**src/rtl/comparator_pkg.sv**
```systemverilog
`default_nettype none
// ============================================================================
// Module      : comparator_pkg
// Description : Shared result encoding and flag mapping for the comparator.
// Revision    : 1.0
// ============================================================================
package comparator_pkg;

    localparam int CMP_MAX_WIDTH = 32;

    typedef enum logic [1:0] {
        CMP_LT = 2'd0,
        CMP_EQ = 2'd1,
        CMP_GT = 2'd2
    } cmp_result_e;

    typedef struct packed {
        logic lt;
        logic eq;
        logic gt;
    } cmp_flags_t;

    function automatic cmp_flags_t to_flags(input cmp_result_e res);
        cmp_flags_t f;
        f = '0;
        case (res)
            CMP_LT:  f.lt = 1'b1;
            CMP_EQ:  f.eq = 1'b1;
            CMP_GT:  f.gt = 1'b1;
            default: f = '0;
        endcase
        return f;
    endfunction

endpackage
`default_nettype wire

```
**src/rtl/comparator_slice.sv**
```systemverilog
`default_nettype none
// ============================================================================
// Module      : comparator_slice
// Description : One-bit cell of an MSB-first magnitude compare cascade.
// Revision    : 1.0
// ============================================================================
module comparator_slice
    import comparator_pkg::*;
#(
    parameter bit INVERT = 1'b0
) (
    input  logic lt_in,
    input  logic eq_in,
    input  logic gt_in,
    input  logic a_bit,
    input  logic b_bit,
    output logic lt_out,
    output logic eq_out,
    output logic gt_out
);

    logic w_a_wins;
    logic w_b_wins;

    // A set sign bit means a smaller two's-complement value, so the
    // signed MSB cell swaps which operand wins.
    assign w_a_wins = INVERT ? (~a_bit & b_bit) : (a_bit & ~b_bit);
    assign w_b_wins = INVERT ? (a_bit & ~b_bit) : (~a_bit & b_bit);

    // Once a more significant bit has decided the order, it is passed through.
    assign gt_out = gt_in | (eq_in & w_a_wins);
    assign lt_out = lt_in | (eq_in & w_b_wins);
    assign eq_out = eq_in & ~(a_bit ^ b_bit);

endmodule
`default_nettype wire

```
**src/rtl/comparator.sv**
```systemverilog
`default_nettype none
// ============================================================================
// Module      : comparator
// Description : Registered unsigned/signed magnitude comparator, 1-cycle latency.
// Revision    : 1.0
// ============================================================================
module comparator
    import comparator_pkg::*;
#(
    parameter int WIDTH  = 2,
    parameter int SIGNED = 0
) (
    input  logic             clk,
    input  logic             rst,
    input  logic             in_valid,
    input  logic [WIDTH-1:0] A,
    input  logic [WIDTH-1:0] B,
    output logic             out_valid,
    output logic             A_less_B,
    output logic             A_equal_B,
    output logic             A_greater_B
);

    // Index WIDTH is the cascade seed ("equal so far"); index 0 is the result.
    logic [WIDTH:0] w_lt;
    logic [WIDTH:0] w_eq;
    logic [WIDTH:0] w_gt;

    cmp_result_e w_result;
    cmp_flags_t  w_flags;

    logic       r_out_valid;
    cmp_flags_t r_flags;

    assign w_lt[WIDTH] = 1'b0;
    assign w_eq[WIDTH] = 1'b1;
    assign w_gt[WIDTH] = 1'b0;

    for (genvar i = WIDTH - 1; i >= 0; i--) begin : g_slice
        comparator_slice #(
            .INVERT ((SIGNED != 0) && (i == WIDTH - 1))
        ) u_slice (
            .lt_in  (w_lt[i+1]),
            .eq_in  (w_eq[i+1]),
            .gt_in  (w_gt[i+1]),
            .a_bit  (A[i]),
            .b_bit  (B[i]),
            .lt_out (w_lt[i]),
            .eq_out (w_eq[i]),
            .gt_out (w_gt[i])
        );
    end

    always_comb begin
        w_result = CMP_EQ;
        if (w_lt[0]) begin
            w_result = CMP_LT;
        end else if (w_gt[0]) begin
            w_result = CMP_GT;
        end
        w_flags = to_flags(w_result);
    end

    // Flags only update on a valid sample so they hold while idle.
    always_ff @(posedge clk) begin
        if (rst) begin
            r_out_valid <= 1'b0;
            r_flags     <= '0;
        end else begin
            r_out_valid <= in_valid;
            if (in_valid) begin
                r_flags <= w_flags;
            end
        end
    end

    assign out_valid   = r_out_valid;
    assign A_less_B    = r_flags.lt;
    assign A_equal_B   = r_flags.eq;
    assign A_greater_B = r_flags.gt;

endmodule
`default_nettype wire

```
**config.mk**
```make
export PLATFORM = sky130hd
export DESIGN_NAME = comparator
export DESIGN_NICKNAME = d
export VERILOG_FILES = /design/src/rtl/comparator_pkg.sv /design/src/rtl/comparator_slice.sv /design/src/rtl/comparator.sv
export SDC_FILE = /design/constraint.sdc
export NUM_CORES = 1
export LEC_CHECK = 0
export ABC_CLOCK_PERIOD_IN_PS = 2700
export CAP_MARGIN = 20
export CORE_AREA = 2 2 39 41
export DETAILED_ROUTE_END_ITERATION = 8
export DIE_AREA = 0 0 41 43
export GPL_ROUTABILITY_DRIVEN = 0
export PLACE_DENSITY = 0.49
export SLEW_MARGIN = 25
export SYNTH_ARGS = -nofsm -noshare
export SYNTH_HDL_FRONTEND = slang
export SYNTH_SLANG_ARGS = --single-unit
```
**constraint.sdc**
```tcl
create_clock -name clk -period 2.7 [get_ports clk]
set_input_delay 0.81 -clock clk [delete_from_list [all_inputs] [get_ports clk]]
set_output_delay 0.81 -clock clk [all_outputs]
set_load 0.01 [all_outputs]
```
==> metrics.cfg <==
[status]
status=finished clean

[detailed_routing]
finalWirelength_um=420
final_antenna_net_count=0
drtPass1Iterations=3
drc=0
drtIter0Drc=8
via_count=183
viasPerCell=3.735
routedWlPerCell_um=8.571

[layout]
layout_commonest_cell=clkdlybuf4s50_1
diodes=0
nets=44
final_cell_mix=10 x clkdlybuf4s50_1, 4 x dfxtp_1, 3 x inv_1, 3 x clkbuf_4, 2 x ha_1
drive_gt1_share_pct=15.15
final_cell_area_um2=347.8
fillCellCount=143
area_delta_synth_final_pct=69.51

[clocking]
post_cts_buffers=0
hold_buffers=0
clockBufferDepth=2
insertion_delay_ns=0.23
cts_tree=built
cts_buffers=3
cts_resized=0
numClockSinks=4
cts.clk_slew.worst_paths_ns=0.04
htreeDepth=1
cts-root-buf=clkbuf_4

[setup_path]
critPathMaxFanout=2
critPathKind=input pin to flip-flop
critPathRequiredTime_ns=2.81
startpoint_type=input pin
cp-end-kind=flip-flop
critPathArrivalTime_ns=2.11

[die]
rows=14
fp.dieArea_um2=1763
coreArea_um2=1384
die_w_um=41
initial_core_util_pct=14.83
dieHeight_um=43
io_pins=11

[timing]
finalCritPeriodShare_pct=74.05
hold_viol=0
max_slew_margin_pct=85.23
fin_crit_ns=1.999
tightest_slew_ns=0.2192
finClkSkew_ns=0
tns_ns=0
fmax_mhz=500.2
maxSlewViolCount=0
rsz0062_at_grt=false
setup_viol=0

[power]
power.switching_uw=37.03
swShare_pct=21.82
p_leak_nw=0.1566
seqPwrFrac_pct=38.1
power_frac_clock_pct=42.6
intPower_uw=132.7
power_frac_comb_pct=19.3
power_density_nw_per_um2=487.9
ir_drop_uv=109.1

[synth]
synth_cell_types=14
yosysWarnings=0
synth_seq_area_share_pct=39.02
synth_area_um2=205.2
syn-num-nets=29
syn_inst=20
ys_seq_elements=4
syn_area_per_cell_um2=10.26

[placement]
io_buffers=10
place_area_um2=325.3
hpwl_um=344.4

[global_routing]
grt_max_degree=6
grt_pass1_wl_um=579
track_usage_pct=5.411
overflow=0
grt_antenna_before_repair=0
grt_pass1_vias=156

[flow_run]
cap_violations=0

[hold_path]
hold_class=flip-flop to flip-flop

-- through the flow --
stage               instances  total power, mW  utilization [%]  setup slack [ns]  hold WS (ns)
floorplan                  20          0.07855                -             1.055        0.4830
global route               49           0.1787            25.14            0.6474        0.4898
CTS                        49           0.1737            25.14            0.6982        0.4739
finish                     49           0.1697            25.14            0.7007        0.4724
global placement           46          0.09762            23.51            0.4841        0.4635
detailed placement         46          0.09827            23.51            0.4564        0.4685
-- sequential cells by signal, indices dropped and copies added, names as in the netlist --
signal	flops
A_equal_B	1
out_valid	1
A_greater_B	1
A_less_B	1
-- Yosys cell counts --
library cell	number	area [µm²]
a21oi_1	1	5.000
and2b_1	1	7.510
and3b_1	1	8.760
dfxtp_1	4	80.08
ha_1	2	25.02
inv_1	3	11.26
nand2_1	1	3.750
nand2b_1	1	6.260
nand3b_1	1	7.510
nor2b_1	1	6.260
o211a_1	1	10.01
o21ai_2	1	8.760
o221ai_1	1	8.760
o41ai_2	1	16.27
-- area by class of cell --
| class | count | area (µm²) | share of cell area [%] |
|---|---|---|---|
| repair buffers | 10 | 100.1 | 28.78 |
| well taps | 16 | 20.02 | 5.755 |
| flip-flops and latches | 4 | 80.08 | 23.02 |
| inverters | 3 | 11.26 | 3.237 |
| clock buffers | 3 | 22.52 | 6.475 |
| multi-input cells | 13 | 113.9 | 32.73 |
-- routing by layer --
layer  share of wire [%]  vias to the layer above  wire length [µm]  track usage, %
met1                  49                       75               206           7.029
met5                   0                        -                 0               0
li1                    -                       97                 -               -
met3                  14                        0                60           1.571
met2                  36                       11               153           5.313
met4                   0                        0                 0           8.000
-- power groups by stage --
stage          Sequential [mW]  Combinational, mW  Clock (mW)
2_1_floorplan           0.0673             0.0112           0
3_3_place_gp            0.0654             0.0322           0
3_5_place_dp            0.0656             0.0327           0
4_1_cts                 0.0647             0.0329      0.0761
5_1_grt                 0.0648             0.0357      0.0782
6_report                0.0647             0.0328      0.0722
-- final timing paths --
kind / start / cells after the start / to / slack (ns)
min reg2reg: A_greater_B / 2 / A_greater_B / 0.47
min: A_greater_B / 2 / A_greater_B / 0.47
max: A[1] / 6 / A_greater_B / 0.70
max reg2reg: A_less_B / 1 / A_less_B / 2.07
-- worst max-delay path, cell delays in order --
cell and delay [ns]:
clkdlybuf4s50_1 0.49, inv_1 0.05, ha_1 0.29, and3b_1 0.19
o221ai_1 0.19, a21oi_1 0.09
-- kinds of logic after synthesis --
family,count (synthesis),synth area share (%)
and+or+nand+nor,6,19.52
AOI/OAI and AO/OA,5,23.78
adders and majority gates,2,12.19
buffers and inverters,3,5.487
DFF,4,39.03
Power figures use the tool's default switching activity.
